<file path="src/rtl/unified_mem_arbiter.sv">
// Shares one single-port memory between instruction fetch and data access, one transaction at a time.
// Optional fetch-starvation guard enabled by defining ARB_FAIRNESS_EN.
module unified_mem_arbiter #(
    parameter int AW            = 32,
    parameter int DW            = 32,
    parameter int MAX_DATA_WINS = 4
) (
    input  logic            clk,
    input  logic            rst_n,
    input  logic            if_req,
    input  logic [AW-1:0]   if_addr,
    input  logic            if_kill,
    output logic [DW-1:0]   if_rdata,
    output logic            if_ready,
    output logic            if_stall,
    input  logic            dm_req,
    input  logic            dm_we,
    input  logic [DW/8-1:0] dm_be,
    input  logic [AW-1:0]   dm_addr,
    input  logic [DW-1:0]   dm_wdata,
    output logic [DW-1:0]   dm_rdata,
    output logic            dm_ready,
    output logic            dm_stall,
    output logic            mem_req,
    output logic            mem_we,
    output logic [DW/8-1:0] mem_be,
    output logic [AW-1:0]   mem_addr,
    output logic [DW-1:0]   mem_wdata,
    input  logic            mem_gnt,
    input  logic            mem_rvalid,
    input  logic [DW-1:0]   mem_rdata
);
    typedef enum logic [1:0] {IDLE, REQ, WAIT} state_t;
    typedef enum logic {OWN_IF, OWN_DM} owner_t;

    state_t state;
    owner_t owner;
    logic   killQ;
    logic   grantDm, grantIf;

`ifdef ARB_FAIRNESS_EN
    localparam int CW = $clog2(MAX_DATA_WINS + 1);
    logic [CW-1:0] winCnt;
    logic          fairIf;

    // Once data has won MAX_DATA_WINS times in a row against a waiting fetch, fetch goes next.
    assign fairIf  = if_req && !if_kill && (winCnt >= CW'(MAX_DATA_WINS));
    assign grantDm = dm_req && !fairIf;

    always_ff @(posedge clk or negedge rst_n) begin
        if (!rst_n)
            winCnt <= '0;
        else if (!if_req)
            winCnt <= '0;
        else if (state == IDLE && grantIf)
            winCnt <= '0;
        else if (state == IDLE && grantDm && winCnt != CW'(MAX_DATA_WINS))
            winCnt <= winCnt + 1'b1;
    end
`else
    assign grantDm = dm_req;
`endif

    assign grantIf = !grantDm && if_req && !if_kill;

    always_ff @(posedge clk or negedge rst_n) begin
        if (!rst_n) begin
            state     <= IDLE;
            owner     <= OWN_IF;
            killQ     <= 1'b0;
            mem_req   <= 1'b0;
            mem_we    <= 1'b0;
            mem_be    <= '0;
            mem_addr  <= '0;
            mem_wdata <= '0;
        end else begin
            case (state)
                IDLE: begin
                    killQ <= 1'b0;
                    if (grantDm) begin
                        mem_req   <= 1'b1;
                        mem_we    <= dm_we;
                        mem_be    <= dm_be;
                        mem_addr  <= dm_addr;
                        mem_wdata <= dm_wdata;
                        owner     <= OWN_DM;
                        state     <= REQ;
                    end else if (grantIf) begin
                        mem_req   <= 1'b1;
                        mem_we    <= 1'b0;
                        mem_be    <= '1;
                        mem_addr  <= if_addr;
                        mem_wdata <= '0;
                        owner     <= OWN_IF;
                        state     <= REQ;
                    end
                end
                REQ: begin
                    if (if_kill && owner == OWN_IF) killQ <= 1'b1;
                    if (mem_gnt) begin
                        mem_req <= 1'b0;
                        state   <= WAIT;
                    end
                end
                WAIT: begin
                    // A killed fetch still drains on the memory side; only its ready is dropped.
                    if (if_kill && owner == OWN_IF) killQ <= 1'b1;
                    if (mem_rvalid) state <= IDLE;
                end
                default: state <= IDLE;
            endcase
        end
    end

    assign if_ready = (state == WAIT) && mem_rvalid && (owner == OWN_IF) && !killQ && !if_kill;
    assign dm_ready = (state == WAIT) && mem_rvalid && (owner == OWN_DM);
    assign if_rdata = if_ready ? mem_rdata : '0;
    assign dm_rdata = dm_ready ? mem_rdata : '0;
    assign if_stall = if_req && !if_ready;
    assign dm_stall = dm_req && !dm_ready;
endmodule

</file>
<file path="config.mk">
export PLATFORM = sky130hd
export DESIGN_NAME = unified_mem_arbiter
export DESIGN_NICKNAME = d
export VERILOG_FILES = /design/src/rtl/unified_mem_arbiter.sv
export SDC_FILE = /design/constraint.sdc
export NUM_CORES = 1
export LEC_CHECK = 0
export CORE_AREA = 2 2 109 111
export DETAILED_ROUTE_END_ITERATION = 16
export DIE_AREA = 0 0 111 113
export GPL_TIMING_DRIVEN = 0
export HOLD_SLACK_MARGIN = 0.15
export PLACE_DENSITY = 0.78
export SLEW_MARGIN = 10
export SYNTH_ARGS = -nofsm -noshare
export SYNTH_HDL_FRONTEND = slang
export SYNTH_SLANG_ARGS = --single-unit
</file>
<file path="constraint.sdc">
create_clock -name clk -period 4.7 [get_ports clk]
set_input_delay 0.94 -clock clk [delete_from_list [all_inputs] [get_ports clk]]
set_output_delay 0.94 -clock clk [all_outputs]
set_load 0.02 [all_outputs]
</file>
### Yosys cells after proc, flatten, opt, wreduce, memory -nomap -nowiden

Cells that the tools add are included.

* input bits: 140
* output and inout bits: 138
* word-level logic and storage cells: 61
* register bits after elaboration: 74

* bitwise operators: 1
* mux-type cells: 22
* equality and inequality tests: 6
* reductions and logical operators: 24

Operator list (count)
* $mux W32: 6
* $logic_and A1 B1 Y1: 10
* $mux W2: 4
* $mux W4: 2
* $mux W1: 7
* $pmux W2 S3: 1
* $reduce_and A3 Y1: 2
* $reduce_bool A2 Y1: 3
* $logic_not A1 Y1: 5
* $ne A2 B2 Y1 const B: 2
* $pmux W1 S2: 2
* $reduce_and A2 Y1: 2
* $ne A3 B3 Y1 const B: 1
* $eq A2 B1 Y1 const B: 1
* $eq A2 B2 Y1 const B: 1
* $logic_not A2 Y1: 1
* $ne A2 B1 Y1 const B: 1
* $reduce_or A2 Y1: 1
* $not A1 Y1: 1

### Depth between registers and ports, before layout

* depth in word-level cells: 7
* mapped depth: 6
* mapped depth without buffers: 5

### Worst setup path before layout

OpenSTA, ideal clock, no wires.

* path type: input-to-output
* from: in if_kill
* to: out if_rdata[22]
* stages: 3
* buffers on the path: 1
* setup slack: 1.969 ns
* data arrival time: 1.791 ns
* cells stage by stage: nor4_4 > buf_2 > and2_1

* word-level cells in the longest chain between the ends: 3

Ends and longest elaborated chain
* start: declaration: RTL line 12 `input logic if_kill,`
* $logic_not A1 Y1: RTL line 115 `assign if_ready = (state == WAIT) && mem_rvalid && (owner == OWN_IF) && !killQ && !if_kill;`
* $logic_and A1 B1 Y1: RTL line 115
* named net if_ready: RTL line 14 `output logic if_ready,`
* $mux W32: RTL line 117 `assign if_rdata = if_ready ? mem_rdata : '0;`
* end: declaration: RTL line 13 `output logic [DW-1:0] if_rdata,`

The timed path passes the listed nets, and every way through them passes these cells.

### Worst setup path after layout

* from: in if_kill
* to: out if_rdata[11]

* word-level cells in the longest chain between the ends: 3

Ends and longest elaborated chain (RTL line)
* $logic_not A1 Y1: 115
* $logic_and A1 B1 Y1: 115
* $mux W32: 117

No other way between the ends.

==> impl_metrics.csv <==
group,metric,value,unit
outcome,outcome,"finished, final reports clean",
worst_hold_path,holdCritPathClass,"primary input to async pin",
cts,clock_path_buffers,2,
die,die_h,113,um
timing,slew_viol_final,0,
job,maxCapViolations,0,
final_layout,fin_nets,798,
power,p_leak,3.06,nW
drt,via_per_inst,4.70,
logic_synthesis,synth_warnings,0,
timing,skew,0.00657,ns
die,io_pins,278,
timing,timing.fmax,0.250,GHz
placed_design,gp_congestion,0.852,
final_layout,nFillCells,932,
setup_path,startpoint,"if_kill",
final_layout,fin_area,7280,sq um
placed_design,place.detailed.hpwl,10800,um
logic_synthesis,synthDistinctLibCells,26,
die,rows,39,
placed_design,post_dp_cell_area,6980,sq um
placed_design,pre_cts_ws,0.683,ns
setup_path,critPathMaxStageDelay,0.60,ns
cts,htreeDepth,3,
setup_path,crit_type,"primary input to output port",
logic_synthesis,synth-edff-count,0,
drt,post_drt_wl_per_cell,16.8,um
setup_path,r2r-end,"mem_wdata[10]",
grt,grt_pass1_wl,20700,um
timing,fin_crit,3.99,ns
timing,setup_ws,0.708,ns
setup_path,startpoint_type,"primary input",
logic_synthesis,synth_most_common_cell,"dfrtp_1",
logic_synthesis,synth_area_leader_cell,"dfrtp_1",
grt,grt_max_degree,62,
final_layout,multi_input_area,1850,sq um
setup_path,reg2reg_setup_slack,2.82,ns
logic_synthesis,ys_seq_elements,74,
drt,drtPass1Iterations,4,
setup_path,cp_slowest_cell,"clkdlybuf4s50_1",
cts,cts.sinks,74,
setup_path,worstPathRequired,3.76,ns
drt,drc_errors,0,
power,ir_drop,0.340,mV
cts,cts_inserted_buffers,9,
die,start_util,35.5,%
logic_synthesis,synth-seq-area-share,46.2,%
grt,grt_usage,21.0,%
logic_synthesis,synth_top_area_share,46.2,%
final_layout,utilization,64.6,%
die,die_area,12500,sq um
die,core_area,11300,sq um
cts,clock-root-buffer,"clkbuf_16",
cts,cts_hold_buf,0,
logic_synthesis,synthTopCellsByCount,"74 x dfrtp_1, 64 x and2_1, 38 x inv_1",
timing,rsz0062_at_grt,"false",
cts,post_cts_buffers,0,
setup_path,arrival,3.05,ns
setup_path,endpoint_kind,"output port",
logic_synthesis,synthTopCellsByArea,"dfrtp_1 46%, mux2_4 12%, and2_1 10%, mux2_1 5.6%, nand3_1 4.4%",
timing,finalSetupTns,0,ns
setup_path,rr_startpoint,"state[0]",
grt,grt_antenna_before_repair,1,
drt,num_vias,3778,
grt,grt_pass1_vias,3958,
setup_path,path_cells,"clkdlybuf4s50_1 -> nor4_4 -> clkbuf_1 -> and2_1 -> clkdlybuf4s50_1",
logic_synthesis,synth.net_count,509,
cts,cts_tree,"built",
logic_synthesis,synthArstFlopShare,100,%
die,fp.dieW,111,um
logic_synthesis,synthFlopType,"dfrtp_1",
cts,clk_latency,0.32,ns
drt,final_antenna_net_count,0,
power,power.density,530,nW/um^2
logic_synthesis,syn_avg_cell_area,10.9,sq um
timing,slew_headroom,67.3,%
drt,wirelength,13500,um
setup_path,crit_path_frequent_cell,"clkdlybuf4s50_1",
cts,cts-resized-gates,0,
cts,clkTransAtPathRegs,0.06,ns
setup_path,r2r_cells,6,
timing,finalSetupViolations,0,
timing,fin_crit_sh,84.9,%
final_layout,syn2layout_area_growth,81.7,%
drt,drt_iter0_markers,112,
final_layout,drive_gt1_share,12.1,%
placed_design,io_buffers,277,
logic_synthesis,syn_inst,366,
timing,worstMarginPinSlew,0.490,ns
grt,gr-total-overflow,0,
timing,finalHoldViolCount,0,
logic_synthesis,syn-cell-area,4010,sq um
final_layout,seqCellArea,1850,sq um
setup_path,critPathMaxFanout,10,
flip-flops by register name (all words and copies together), names as in the netlist:
name / count
mem_addr: 32
mem_wdata: 32
mem_be: 4
state: 2
killQ: 1
mem_req: 1
mem_we: 1
owner: 1
layout make-up:
cell class	instances	area share, %
inverters	38	1.96
multi-input cells	228	25.4
well taps	143	2.46
flip-flops and latches	74	25.4
plain buffers	26	2.29
repair buffers	278	38.4
clock inverters	3	0.309
diodes	1	0.0344
clock buffers	13	3.71
critical path, delay by kind of cell:
kind,cells,cell delay [ns]
buf+inv,3,1.42
simple gates,2,0.69
power by group:
| group | internal (mW) | switching (mW) |
|---|---|---|
| Clock | 0.401 | 0.260 |
| Combinational | 1.08 | 0.985 |
| Sequential | 0.946 | 0.186 |
logic make-up (layout without fill, tap and decap cells):
kind of cell	Yosys count	after routing	share of synthesized area [%]
AO/OA/AOI/OAI	45	45	6.46
adder cells (fa/ha/maj)	3	3	0.937
buffers and inverters	64	358	7.71
flip-flops	74	74	46.2
multiplexers	66	66	21.5
other	0	1	0
AND/OR/NAND/NOR	114	114	17.1
routing by layer:
metal / up-vias / global-route usage, % / wire length (um)
met3: 15 / 5.84 / 945
met5: - / 0 / 0
met4: 0 / 7.00 / 204
met2: 164 / 39.4 / 7380
li1: 1789 / - / -
met1: 1810 / 22.8 / 4970
stage by stage:
step                instances  power, mW  hold slack (ns)
floorplan                 366       2.21            0.522
global placement          786       3.15            0.476
detailed placement        787       3.21            0.485
CTS                       803       3.89            0.460
global route              804       4.06            0.463
finish                    804       3.85            0.464
worst max-delay path by stage:
stage / to / slack (ns)
after detailed placement: if_rdata[11] / 0.68
after floorplan: if_rdata[22] / 1.97
after CTS: if_rdata[11] / 0.68
after global placement: mem_addr[28] / 0.18
final: if_rdata[11] / 0.71
after global routing: if_rdata[2] / 0.62
placed cells by master (no fill, tap or decap), types with 2 or more instances in the layout:
cell,count
nand3_1,35
clkbuf_8,3
clkbuf_16,9
o21a_1,4
o21ai_1,10
nand3b_1,4
o21ai_0,27
nor2b_1,7
inv_1,38
ha_1,3
and2_1,64
buf_6,8
clkbuf_1,10
mux2_4,32
clkdlybuf4s50_1,276
clkinvlp_4,3
mux2_1,20
mux2_2,13
buf_1,2
dfrtp_1,74
buf_2,7
Power figures use the tool's default switching activity.
